File: config.mk
export PLATFORM = sky130hd
export DESIGN_NAME = spi_shift_ctrl_flat
export DESIGN_NICKNAME = d
export VERILOG_FILES = /design/src/rtl/spi_pkg.sv /design/src/rtl/spi_shift_ctrl_if.sv /design/src/rtl/spi_baud_gen.sv /design/src/rtl/spi_shift_ctrl.sv /design/src/flat_wrapper.sv
export SDC_FILE = /design/constraint.sdc
export NUM_CORES = 1
export LEC_CHECK = 0
export BUFFER_PORTS_ARGS = -buffer_cell sky130_fd_sc_hd__clkbuf_2
export CORE_MARGIN = 2
export CORE_UTILIZATION = 35
export CTS_CLUSTER_SIZE = 16
export DETAILED_ROUTE_END_ITERATION = 7
export PLACE_DENSITY = 0.58
export SLEW_MARGIN = 20
export SYNTH_ARGS = -nofsm -noshare
export SYNTH_HDL_FRONTEND = slang
export SYNTH_SLANG_ARGS = --single-unit
export TNS_END_PERCENT = 30
File: constraint.sdc
create_clock -name clk -period 5.5 [get_ports clk]
set_input_delay 1.1 -clock clk [delete_from_list [all_inputs] [get_ports clk]]
set_output_delay 1.1 -clock clk [all_outputs]
set_load 0.01 [all_outputs]
File: src/rtl/spi_pkg.sv
// Shared types and constants for the SPI byte shifter.
// The state encoding and edge bookkeeping are common to the controller and its bench.
package spi_pkg;

  localparam int BYTE_W         = 8;
  localparam int EDGE_CNT_W     = 4;
  localparam int EDGES_PER_BYTE = 16;

  typedef enum logic [1:0] {
    IDLE,
    LEAD,
    XFER,
    TRAIL
  } state_t;

  // Bit that must appear on MOSI before the first SCK edge.
  function automatic logic first_bit(input logic [BYTE_W-1:0] data, input logic lsb_first);
    return lsb_first ? data[0] : data[BYTE_W-1];
  endfunction

endpackage

File: src/rtl/spi_shift_ctrl_if.sv
// Bundles the front-end handshake/config signals and the SPI pin signals.
// master = front end / pads side, slave = the shift controller.
interface spi_shift_ctrl_if #(
  parameter int DIV_W = 8
);
  import spi_pkg::*;

  logic              start;
  logic [BYTE_W-1:0] tx_data;
  logic              cpol;
  logic              cpha;
  logic              lsbfe;
  logic [DIV_W-1:0]  baud_div;
  logic              miso;
  logic              sck;
  logic              mosi;
  logic              ss_n;
  logic              busy;
  logic              done;
  logic [BYTE_W-1:0] rx_data;
  logic              shift_strobe;
  logic              sample_strobe;

  modport master (
    output start, tx_data, cpol, cpha, lsbfe, baud_div, miso,
    input  sck, mosi, ss_n, busy, done, rx_data, shift_strobe, sample_strobe
  );

  modport slave (
    input  start, tx_data, cpol, cpha, lsbfe, baud_div, miso,
    output sck, mosi, ss_n, busy, done, rx_data, shift_strobe, sample_strobe
  );

endinterface

File: src/rtl/spi_baud_gen.sv
// SCK half-period divider: counts 0..div and ticks on the terminal count.
// Clearing restarts the half-period so the first tick lands div+1 cycles later.
module spi_baud_gen #(
  parameter int DIV_W = 8
) (
  input  logic             clk,
  input  logic             rst,
  input  logic             clear,
  input  logic [DIV_W-1:0] div,
  output logic             tick
);

  logic [DIV_W-1:0] count_reg;

  assign tick = (count_reg == div);

  always_ff @(posedge clk or negedge rst) begin
    if (!rst) begin
      count_reg <= '0;
    end else if (clear || tick) begin
      count_reg <= '0;
    end else begin
      count_reg <= count_reg + DIV_W'(1);
    end
  end

endmodule

File: src/rtl/spi_shift_ctrl.sv
// One-byte SPI master sequencer: SS_N framing, SCK generation in all CPOL/CPHA
// modes, MSB/LSB-first MOSI shifting and MISO capture into rx_data.
module spi_shift_ctrl
  import spi_pkg::*;
#(
  parameter int DIV_W = 8
) (
  input  logic                    clk,
  input  logic                    rst,
  spi_shift_ctrl_if.slave         bus
);

  state_t                state_reg, state_next;
  logic                  accept, edge_tick, finish, tick;
  logic                  sample_now, shift_now, trailing;

  logic                  cpol_reg, cpha_reg, lsbfe_reg;
  logic [DIV_W-1:0]      div_reg;
  logic [EDGE_CNT_W-1:0] edge_cnt_reg;
  logic [BYTE_W-1:0]     tx_shift_reg, rx_shift_reg, rx_data_reg;
  logic                  sck_reg, mosi_reg, ss_n_reg, done_reg;

  spi_baud_gen #(.DIV_W(DIV_W)) u_baud (
    .clk   (clk),
    .rst   (rst),
    .clear (accept),
    .div   (div_reg),
    .tick  (tick)
  );

  always_ff @(posedge clk or negedge rst) begin
    if (!rst) state_reg <= IDLE;
    else      state_reg <= state_next;
  end

  // The tick that ends LEAD already performs edge 0, so XFER covers edges 1..15.
  always_comb begin
    state_next = state_reg;
    accept     = 1'b0;
    edge_tick  = 1'b0;
    finish     = 1'b0;
    case (state_reg)
      IDLE: begin
        if (bus.start) begin
          accept     = 1'b1;
          state_next = LEAD;
        end
      end
      LEAD: begin
        if (tick) begin
          edge_tick  = 1'b1;
          state_next = XFER;
        end
      end
      XFER: begin
        if (tick) begin
          edge_tick = 1'b1;
          if (edge_cnt_reg == EDGE_CNT_W'(EDGES_PER_BYTE - 1)) state_next = TRAIL;
        end
      end
      TRAIL: begin
        if (tick) begin
          finish     = 1'b1;
          state_next = IDLE;
        end
      end
      default: state_next = IDLE;
    endcase
  end

  // Odd edges are trailing; the first bit is preloaded, hence only 7 shifts.
  assign trailing   = edge_cnt_reg[0];
  assign sample_now = edge_tick && (cpha_reg ? trailing : !trailing);
  assign shift_now  = edge_tick &&
                      (cpha_reg ? (!trailing && (edge_cnt_reg != '0))
                                : ( trailing && (edge_cnt_reg != EDGE_CNT_W'(EDGES_PER_BYTE - 1))));

  always_ff @(posedge clk or negedge rst) begin
    if (!rst) begin
      cpol_reg     <= 1'b0;
      cpha_reg     <= 1'b0;
      lsbfe_reg    <= 1'b0;
      div_reg      <= '0;
      edge_cnt_reg <= '0;
      tx_shift_reg <= '0;
      rx_shift_reg <= '0;
      rx_data_reg  <= '0;
      sck_reg      <= 1'b0;
      mosi_reg     <= 1'b0;
      ss_n_reg     <= 1'b1;
      done_reg     <= 1'b0;
    end else begin
      done_reg <= finish;

      if (state_reg == IDLE) begin
        sck_reg  <= bus.cpol;
        mosi_reg <= 1'b0;
        ss_n_reg <= 1'b1;
        if (accept) begin
          cpol_reg     <= bus.cpol;
          cpha_reg     <= bus.cpha;
          lsbfe_reg    <= bus.lsbfe;
          div_reg      <= bus.baud_div;
          tx_shift_reg <= bus.tx_data;
          rx_shift_reg <= '0;
          edge_cnt_reg <= '0;
          mosi_reg     <= first_bit(bus.tx_data, bus.lsbfe);
          ss_n_reg     <= 1'b0;
        end
      end

      if (edge_tick) begin
        sck_reg      <= ~sck_reg;
        edge_cnt_reg <= edge_cnt_reg + EDGE_CNT_W'(1);
      end

      if (sample_now) begin
        if (lsbfe_reg) rx_shift_reg <= {bus.miso, rx_shift_reg[BYTE_W-1:1]};
        else           rx_shift_reg <= {rx_shift_reg[BYTE_W-2:0], bus.miso};
      end

      if (shift_now) begin
        if (lsbfe_reg) begin
          tx_shift_reg <= {1'b0, tx_shift_reg[BYTE_W-1:1]};
          mosi_reg     <= tx_shift_reg[1];
        end else begin
          tx_shift_reg <= {tx_shift_reg[BYTE_W-2:0], 1'b0};
          mosi_reg     <= tx_shift_reg[BYTE_W-2];
        end
      end

      if (finish) begin
        sck_reg     <= cpol_reg;
        ss_n_reg    <= 1'b1;
        mosi_reg    <= 1'b0;
        rx_data_reg <= rx_shift_reg;
      end
    end
  end

  assign bus.sck           = sck_reg;
  assign bus.mosi          = mosi_reg;
  assign bus.ss_n          = ss_n_reg;
  assign bus.busy          = (state_reg != IDLE);
  assign bus.done          = done_reg;
  assign bus.rx_data       = rx_data_reg;
  assign bus.shift_strobe  = shift_now;
  assign bus.sample_strobe = sample_now;

endmodule

File: src/flat_wrapper.sv
// flat-port wrapper written by rule: the top's interface ports become plain ports
module spi_shift_ctrl_flat import spi_pkg::*;
#(
  parameter int DIV_W = 8
)
  (clk, rst, bus_start, bus_tx_data, bus_cpol, bus_cpha, bus_lsbfe, bus_baud_div, bus_miso, bus_sck, bus_mosi, bus_ss_n, bus_busy, bus_done, bus_rx_data, bus_shift_strobe, bus_sample_strobe);
  spi_shift_ctrl_if #(.DIV_W(DIV_W)) bus_i ();
  input  logic clk;
  input  logic rst;
  input wire logic [$bits(bus_i.start)-1:0] bus_start;
  input wire logic [$bits(bus_i.tx_data)-1:0] bus_tx_data;
  input wire logic [$bits(bus_i.cpol)-1:0] bus_cpol;
  input wire logic [$bits(bus_i.cpha)-1:0] bus_cpha;
  input wire logic [$bits(bus_i.lsbfe)-1:0] bus_lsbfe;
  input wire logic [$bits(bus_i.baud_div)-1:0] bus_baud_div;
  input wire logic [$bits(bus_i.miso)-1:0] bus_miso;
  output wire logic [$bits(bus_i.sck)-1:0] bus_sck;
  output wire logic [$bits(bus_i.mosi)-1:0] bus_mosi;
  output wire logic [$bits(bus_i.ss_n)-1:0] bus_ss_n;
  output wire logic [$bits(bus_i.busy)-1:0] bus_busy;
  output wire logic [$bits(bus_i.done)-1:0] bus_done;
  output wire logic [$bits(bus_i.rx_data)-1:0] bus_rx_data;
  output wire logic [$bits(bus_i.shift_strobe)-1:0] bus_shift_strobe;
  output wire logic [$bits(bus_i.sample_strobe)-1:0] bus_sample_strobe;
  assign bus_i.start = bus_start;
  assign bus_i.tx_data = bus_tx_data;
  assign bus_i.cpol = bus_cpol;
  assign bus_i.cpha = bus_cpha;
  assign bus_i.lsbfe = bus_lsbfe;
  assign bus_i.baud_div = bus_baud_div;
  assign bus_i.miso = bus_miso;
  assign bus_sck = bus_i.sck;
  assign bus_mosi = bus_i.mosi;
  assign bus_ss_n = bus_i.ss_n;
  assign bus_busy = bus_i.busy;
  assign bus_done = bus_i.done;
  assign bus_rx_data = bus_i.rx_data;
  assign bus_shift_strobe = bus_i.shift_strobe;
  assign bus_sample_strobe = bus_i.sample_strobe;
  spi_shift_ctrl #(.DIV_W(DIV_W)) u_core (.clk(clk), .rst(rst), .bus(bus_i));
endmodule
==> results.ini, run 1 <==
[status]
status=finished clean

[floorplanning]
die_h_um=92.10
initial_core_util_pct=35.71
io_pins=38
rows=32
die_w_um=92.10
core_area_mm2=0.007607
die-area_mm2=0.008481

[routing]
wl_per_cell_um=14.38
postRouteAntennaNets=0
drt_iter0_drc=93
routed_wl_um=5247
post-route-drc-count=0
drtPass1Iterations=4
vias=1762
viasPerCell=4.827

[timing]
slew_violations=0
worst_pin_slew_ps=911.0
fmax_mhz=312.6
rsz0062_at_grt=false
period_share_pct=58.15
max_slew_margin_pct=39.01
skew_ps=6.591
setup_violations=0
min_period_ps=3198
final.setup.tns_ps=0
finalHoldWorstSlack_ps=516.3
report.final.hold_viol_count=0

[yosys]
ys_seq_area_share_pct=48.87
synth_edf_count=0
synthTopCellsByArea=dfrtp_1 (48%), mux2i_1 (10%), mux2_2 (8.7%)
ys.flop_type=dfrtp_1
yosysTopAreaCellShare_pct=47.90
synth_most_common_cell=dfrtp_1
ys_seq_elements=53
syn_area_per_cell_um2=12.07
async_flop_share_pct=100.0
synth_top_area_cell=dfrtp_1
ys_warn_count=0
synth.cell_area_mm2=0.002716
synthDistinctLibCells=41
synth_common_cells=dfrtp_1 (52), mux2i_1 (28), mux2_2 (21)
synthCells=225
synth_nets=256

[worst_hold_path]
hold_class=reg -> reg
hold-path-cell-count=1

[global_route]
grt_max_degree=54
grt_pass1_wl_um=8894
gr-total-overflow=0
grt.total_usage_pct=13.22
grt_pass1_vias=1747
grt_antenna_before_repair=0

[setup_path]
crit_buf_inv=2
critPathLaunchType=flip-flop
crit_cells=6
crit_required_ps=4400
worst_path_dominant_cell_family=simple AND/OR/NAND/NOR gates
cp-end-kind=output pin
cp_data_arrival_time_ps=2100
critPathKind=reg -> out
cp_max_fo=7
worstPathCellList=inv_1 -> ha_1 -> or3b_1 -> a22oi_2 -> nor4b_1 -> clkbuf_2
critPathMaxStageDelay_ps=590
slowest_stage=nor4b_1
r2r_cells=7

[power_and_ir_drop]
p_leak_uw=0.001448
irDropWorstVdd_v=0.0002003
p_per_area_mw_per_mm2=477.9

[final_layout]
fin_nets=293
multi_input_area_mm2=0.001310
register_area_mm2=0.001328
final_cell_count_no_fill=365
diodes=0
area_delta_synth_final_pct=13.50
fin_util_pct=40.53
drive_gt1_share_pct=31.94
fillers=771

[flow_run]
drv_cap=0

[clock_tree]
cts_tree=built
numCtsBuffers=5
htree_levels=2
cts_root_buf=clkbuf_8
path_clk_slew_ps=100
worstSkewPairLatency_ps=310
clk_path_buf_depth=2
cts_setup_buffers=0
post_cts_hold_buffer_count=0
post_cts_resized=0
cts_sinks=53

[place]
numPortBuffers=37
dp_hpwl_um=3737
placed_cells=357
gp_congestion=0.7558

==> where the power goes <==
part           internal (uW)  switching [uW]
registers                526             145
logic                    304             278
clock network           90.0             129
total                    920             553
==> area by class of cell <==
| cell class | instances | share of cell area, % |
|---|---|---|
| Clock inverter | 2 | 0.4870 |
| Tap cell | 102 | 4.140 |
| Timing Repair Buffer | 39 | 6.493 |
| Multi-Input combinational cell | 155 | 42.49 |
| Clock buffer | 6 | 2.354 |
| Sequential cell | 53 | 43.06 |
| Inverter | 8 | 0.9740 |
==> logic make-up (layout without fill, tap and decap cells) <==
kind of cell               count (synthesis)  after routing  share of synthesized area [%]
and+or+nand+nor                           58             58                          12.48
DFF                                       53             53                          48.87
muxes                                     49             49                          19.02
AOI/OAI and AO/OA                         24             24                          6.771
buffers and inverters                     17             55                          2.902
xor gates and xnor gates                  16             16                          6.264
adders and majority gates                  8              8                          3.685
==> through the flow <==
step / area (um^2) / setup WS (ps) / power (uW)
2_1_floorplan: 2716 / 2888 / 1114
3_3_place_gp: 2995 / 2669 / 1254
3_5_place_dp: 2995 / 2609 / 1272
4_1_cts: 3083 / 2254 / 1493
5_1_grt: 3083 / 2092 / 1583
6_report: 3083 / 2302 / 1473
==> cell usage in the layout (no fill, tap or decap), drive strengths merged, types with 6 or more instances in the layout <==
master   n
ha       8
nand3    7
dfrtp   52
mux2i   28
nor2    12
and3    10
a211oi   9
a21oi    8
inv      8
mux2    21
nand2   18
xor2     6
clkbuf  43
xnor2   10
==> metal layers <==
metal,wire [um],vias up,track usage (%)
met5,0,-,0
met4,40,0,3.358
met3,234,4,2.712
met2,2431,36,20.16
met1,2540,852,19.26
li1,-,870,-
==> path summary, 6_finish.rpt <==
check                                        from                      to  slack (ps)
hold / removal              u_core.bus.rx_data[4]   u_core.bus.rx_data[4]         520
min in group asynchronous                     rst  u_core.edge_cnt_reg[0]         910
max in group asynchronous                     rst  u_core.tx_shift_reg[2]        4150
setup reg to reg           u_core.edge_cnt_reg[0]         u_core.bus.mosi        3190
setup / recovery           u_core.edge_cnt_reg[0]        bus_shift_strobe        2300
hold reg to reg             u_core.bus.rx_data[4]   u_core.bus.rx_data[4]         520
No activity file was read; power rests on OpenSTA's default activity.
==> run 2, diff against run 1 <==
ABC_AREA = 1   (was not set)
PLACE_DENSITY = 0.6   (was 0.58)
clock period = 2.6 ns   (was 5.5 ns; I/O delays follow)
==> run 2 against run 1 <==
Effect of this change:
- hold slack worse by 270 ps
- worst setup slack worse by 2000 ps
- first-iteration DRC count up 9.7%
- cell count up 37%
- clock skew up 8.4 ps
- critical path type unchanged
- largest cell class unchanged
==> results.ini, run 2 <==
[clock_tree]
numCtsBuffers=5  ; unchanged
htree_levels=2  ; unchanged
cts_sinks=53  ; unchanged
worstSkewPairLatency_ps=320  ; about the same
path_clk_slew_ps=100  ; about the same
clk_path_buf_depth=2  ; unchanged
post_cts_hold_buffer_count=0  ; unchanged
cts_root_buf=clkbuf_8
cts_tree=built
cts_setup_buffers=0  ; unchanged
post_cts_resized=0  ; unchanged

[yosys]
synthTopCellsByArea=dfrtp_1 (47%), nand2_1 (15%), o21ai_0 (7.9%)
synth_edf_count=0  ; unchanged
ys_warn_count=0  ; unchanged
ys_seq_area_share_pct=47.47  ; -1.4 points
yosysTopAreaCellShare_pct=46.53  ; -1.4 points
ys_seq_elements=53  ; unchanged
synthDistinctLibCells=31  ; -24%
ys.flop_type=dfrtp_1
synth_nets=390  ; +52%
synth.cell_area_mm2=0.002796  ; +2.9%
synth_common_cells=nand2_1 (114), dfrtp_1 (52), o21ai_0 (44)
async_flop_share_pct=100.0  ; unchanged
synthCells=359  ; +60%
synth_most_common_cell=nand2_1
synth_top_area_cell=dfrtp_1
syn_area_per_cell_um2=7.790  ; -35%

[final_layout]
fin_util_pct=41.35  ; +0.83 points
diodes=0  ; unchanged
final_common_cell=nand2_1
area_delta_synth_final_pct=14.27
drive_gt1_share_pct=18.80  ; -13 points
layout_common_cells=nand2_1 (114), dfrtp_1 (52), o21ai_0 (44)
fin_nets=429  ; +46%

[routing]
postRouteAntennaNets=0  ; unchanged
drt_iter0_drc=102  ; +9.7%
vias=2329  ; +32%
viasPerCell=4.649  ; -3.7%
post-route-drc-count=0  ; unchanged
routed_wl_um=5888  ; +12%
drtPass1Iterations=4  ; unchanged
wl_per_cell_um=11.75  ; -18%

[place]
gp_congestion=0.7848  ; +3.8%
dp_hpwl_um=4333  ; +16%
numPortBuffers=37  ; unchanged

[flow_run]
drv_cap=0  ; unchanged

[timing]
final.setup.tns_ps=0  ; unchanged
worst_pin_slew_ps=727.2  ; -183.8 ps
fmax_mhz=426.8
setup_violations=0  ; unchanged
report.final.hold_viol_count=0  ; unchanged
skew_ps=14.96  ; +8.369 ps
finalHoldWorstSlack_ps=242.4  ; -273.9 ps
slew_violations=0  ; unchanged
period_share_pct=90.12
max_slew_margin_pct=51.52  ; +13 points
min_period_ps=2343
rsz0062_at_grt=false

[floorplanning]
die_w_um=93.39  ; +1.4%
initial_core_util_pct=36.19  ; +0.48 points
core_area_mm2=0.007727  ; +1.6%
die_h_um=93.39  ; +1.4%
die-area_mm2=0.008721  ; +2.8%
io_pins=38  ; unchanged
rows=32  ; unchanged

[power_and_ir_drop]
seqPwrFrac_pct=60.8  ; +15 points
p_sw_uw=321.4  ; -42%
clkPwrFrac_pct=36.4  ; +22 points
p_leak_uw=0.001704  ; +18%
irDropWorstVdd_v=0.0001975  ; -1.4%
p_comb_share_pct=2.9  ; -37 points
p_per_area_mw_per_mm2=424.2  ; -11%
switching_share_pct=23.71  ; -14 points
p_int_uw=1034  ; +12%

[global_route]
grt.total_usage_pct=14.83  ; +1.6 points
grt_pass1_wl_um=10280  ; +16%
grt_max_degree=28  ; -48%
grt_pass1_vias=2197  ; +26%
gr-total-overflow=0  ; unchanged
grt_antenna_before_repair=0  ; unchanged

[setup_path]
crit_required_ps=2080  ; -2320 ps
critPathLaunchType=flip-flop
cp_max_fo=9  ; +2
cp-end-kind=output pin
r2r-start=u_core.edge_cnt_reg[0]
cp_data_arrival_time_ps=1820  ; -280 ps
setup.worst_path.start=u_core.u_baud.count_reg[5]
critPathKind=reg -> out

[worst_hold_path]
hold_class=in -> async

[status]
status=finished clean

## run 2: changes by cell type in the layout (fill, tap and decap cells not counted), moves of 5 or more
cell and delta:
nand2_1 +97, a211oi_1 -8, nand3_1 +18, nand3_2 +5
and3_1 -10, mux2i_1 -28, xnor2_1 -5, mux2_2 -21
nor2_1 +7, inv_1 +31, o21ai_0 +43, inv_2 +7
## run 2: worst max-delay path, stage by stage, from the launching register on
cell,delay [ps]
dfrtp_1,440
inv_2,60
nand2_1,60
nand2_1,50
nor2_1,110
nand2_1,80
nor2_2,200
nand4_1,160
clkinv_1,180
clkbuf_2,160
## run 2: per-stage QoR
step / power, uW / instances / cell area [um^2] / setup WS [ps]
2_1_floorplan: 841.5 / 359 / 2796 / 749.5
4_1_cts: 1370 / 501 / 3196 / 237.6
3_5_place_dp: 880.6 / 493 / 3102 / 602.2
3_3_place_gp: 880.3 / 493 / 3102 / 665.0
6_report: 1356 / 501 / 3196 / 256.9
5_1_grt: 1408 / 501 / 3196 / 102.9
## run 2: power by group through the flow
stage | clock [uW] | combinational [uW] | sequential [uW]
floorplan | 0 | 1.35 | 840
global placement | 0 | 40.4 | 840
detailed placement | 0 | 40.7 | 840
CTS | 506 | 40.7 | 824
global route | 539 | 44.5 | 824
finish | 493 | 38.7 | 824
## run 2: per-layer routing
| metal | global-route usage [%] | part of all wire (%) |
|---|---|---|
| met5 | 0 | 0 |
| met1 | 20.02 | 48 |
| met2 | 23.98 | 47 |
| met3 | 2.820 | 3.3 |
| met4 | 4.902 | 1.7 |
## run 2: logic make-up (layout without fill, tap and decap cells)
logic type | after synthesis | in the layout | share of synthesized area, %
xor gates and xnor gates | 3 | 3 | 0.9398
buffers and inverters | 59 | 99 | 8.725
AOI/OAI and AO/OA | 54 | 54 | 9.978
DFF | 53 | 53 | 47.47
adders and majority gates | 8 | 8 | 3.580
and+or+nand+nor | 182 | 182 | 29.31
## run 2: path summary, 6_finish.rpt
path	slack, ps	cells past startpoint	endpoint
worst min-delay path	240	1	u_core.div_reg[2]
max in group asynchronous	1690	2	u_core.bus.ss_n
min in group clk	410	3	u_core.div_reg[2]
worst min register to register	490	2	u_core.bus.rx_data[4]
worst max-delay path	260	9	bus_sample_strobe
worst max register to register	800	10	u_core.bus.mosi
## run 2: area by class of cell
| class | count | area [um^2] |
|---|---|---|
| Clock buffer | 5 | 68.82 |
| Timing Repair Buffer | 42 | 235.2 |
| Sequential cell | 53 | 1328 |
| Tap cell | 102 | 127.6 |
| Multi-Input combinational cell | 247 | 1225 |
| Inverter | 49 | 186.4 |
| Clock inverter | 3 | 25.02 |
| Fill cell | 824 | 4532 |
==> run 3, diff against run 2 <==
CORE_MARGIN = 3   (was 2)
==> run 3 against run 2 <==
Effect of this change:
- register-to-register slack hardly changed
- total power is 0.45% higher
- design area is 0.47% lower
==> results.ini, run 3 (synthesis results as in run 2) <==
[routing]
wl_per_cell_um=11.78  ; +0.23%
drtPass1Iterations=4  ; unchanged
drt_iter0_drc=121  ; +19%
postRouteAntennaNets=0  ; unchanged
post-route-drc-count=0  ; unchanged
routed_wl_um=5866  ; -0.37%
vias=2302  ; -1.2%
viasPerCell=4.622  ; -0.56%

[global_route]
grt_max_degree=54  ; +93%
grt.total_usage_pct=13.89  ; -0.94 points
grt_pass1_wl_um=9977  ; -3.0%
gr-total-overflow=0  ; unchanged
grt_pass1_vias=2194  ; -0.14%
grt_antenna_before_repair=0  ; unchanged

[setup_path]
critPathMaxStageDelay_ps=420  ; -20 ps
cp_max_fo=9  ; unchanged
worst_path_dominant_cell_family=buffers and inverters
regToRegSetupSlack_ps=810  ; about the same
slowest_stage=dfrtp_1
crit_buf_inv=3  ; unchanged
r2r_end=u_core.bus.mosi
worstPathCellList=inv_1 -> ha_1 -> nand4_1 -> clkinv_1 -> clkbuf_2
critPathKind=reg -> out
r2r_cells=10  ; unchanged
critPathLaunchType=flip-flop
cp-end-kind=output pin
crit_required_ps=2080  ; about the same
r2r-start=u_core.edge_cnt_reg[0]
cp_data_arrival_time_ps=1810  ; about the same

[final_layout]
final_cell_count_no_fill=498  ; -0.60%
area_delta_synth_final_pct=13.74
layout_common_cells=nand2_1 (114), dfrtp_1 (52), o21ai_0 (44)
diodes=0  ; unchanged
fin_nets=429  ; unchanged
fillers=768  ; -6.8%
fin_util_pct=42.49  ; +1.1 points
drive_gt1_share_pct=18.80  ; unchanged
final_common_cell=nand2_1

[clock_tree]
post_cts_hold_buffer_count=0  ; unchanged
htree_levels=2  ; unchanged
worstSkewPairLatency_ps=310  ; about the same
cts_root_buf=clkbuf_8
cts_sinks=53  ; unchanged
clk_path_buf_depth=2  ; unchanged
post_cts_resized=0  ; unchanged
cts_tree=built
cts_setup_buffers=0  ; unchanged
path_clk_slew_ps=110  ; about the same
numCtsBuffers=5  ; unchanged

[timing]
slew_violations=0  ; unchanged
setup_violations=0  ; unchanged
min_period_ps=2333  ; -9.574 ps
final.setup.tns_ps=0  ; unchanged
rsz0062_at_grt=false
skew_ps=8.973  ; -5.988 ps
finalHoldWorstSlack_ps=301.3  ; +58.93 ps
period_share_pct=89.75  ; -0.37 points
max_slew_margin_pct=53.92  ; +2.4 points
report.final.hold_viol_count=0  ; unchanged
fmax_mhz=428.5  ; +0.41%
worst_pin_slew_ps=691.2  ; -36.08 ps

[floorplanning]
die-area_mm2=0.009098  ; +4.3%
die_w_um=95.39  ; +2.1%
io_pins=38  ; unchanged
core_area_mm2=0.007486  ; -3.1%
die_h_um=95.39  ; +2.1%
initial_core_util_pct=37.36  ; +1.2 points
rows=31  ; -3.1%

[power_and_ir_drop]
p_per_area_mw_per_mm2=428.2  ; +0.93%
p_leak_uw=0.001697  ; -0.41%
irDropWorstVdd_v=0.0001732  ; -12%

[flow_run]
drv_cap=0  ; unchanged

[place]
dp_hpwl_um=4277  ; -1.3%
placed_cells=490  ; -0.61%
gp_congestion=0.8125  ; +3.5%
numPortBuffers=37  ; unchanged

[status]
status=finished clean

[worst_hold_path]
hold_class=in -> async

==> run 3: changes by cell type in the layout (fill, tap and decap cells not counted), sizes merged <==
| cell | delta |
|---|---|
| clkinv | -1 |
| clkinvlp | +1 |
==> run 3: worst max-delay path by stage <==
| stage | from | endpoint | slack [ps] | depth (start not counted) |
|---|---|---|---|---|
| final | u_core.state_reg[0] | bus_sample_strobe | 270 | 5 |
| after global routing | u_core.u_baud.count_reg[5] | bus_sample_strobe | 80 | 9 |
| after CTS | u_core.state_reg[0] | bus_sample_strobe | 260 | 5 |
| after detailed placement | u_core.u_baud.count_reg[6] | bus_sample_strobe | 620 | 8 |
| after global placement | u_core.state_reg[0] | bus_sample_strobe | 670 | 5 |
| after floorplan | u_core.edge_cnt_reg[0] | bus_shift_strobe | 750 | 7 |
==> run 3: layout make-up <==
type	instances	area [um^2]	area share, %
repair buffers	42	222.7	7.002
flip-flops and latches	53	1328	41.74
clock inverters	3	26.28	0.8261
clock buffers	5	68.82	2.164
inverters	49	186.4	5.862
multi-input cells	247	1225	38.51
well taps	99	123.9	3.895
==> run 3: metal layers <==
| layer | track usage, % | routed length [um] | up-vias |
|---|---|---|---|
| met5 | 0 | 0 | - |
| met4 | 3.910 | 63 | 0 |
| met3 | 2.368 | 211 | 6 |
| met2 | 22.74 | 2765 | 39 |
| met1 | 18.94 | 2824 | 1046 |
| li1 | - | - | 1211 |
==> run 3: stage by stage <==
stage	total power [uW]	cell area, um^2	worst slack (ps)
floorplan	841.5	2796	749.5
global placement	877.8	3085	668.2
detailed placement	877.8	3085	618.0
CTS	1386	3181	258.1
global route	1419	3181	76.96
finish	1362	3181	266.5
==> run 3: where the power goes <==
part | leakage (uW) | internal [uW] | total, uW | switching (uW)
Clock | 0.0000423 | 197 | 502 | 305
Sequential | 0.000561 | 824 | 824 | 0
Combinational | 0.00109 | 13.3 | 36.0 | 22.7
Total | 0.00170 | 1030 | 1360 | 328
==> run 3: worst register-to-register path, stage by stage, from the launching register on <==
cell and delay, ps:
dfrtp_1 420, ha_1 220, nand2_1 80, nor2_1 60
o22ai_1 290, inv_1 90, nor2_2 160, buf_4 180
nand2_1 60, nand3_1 80, nand2_1 50
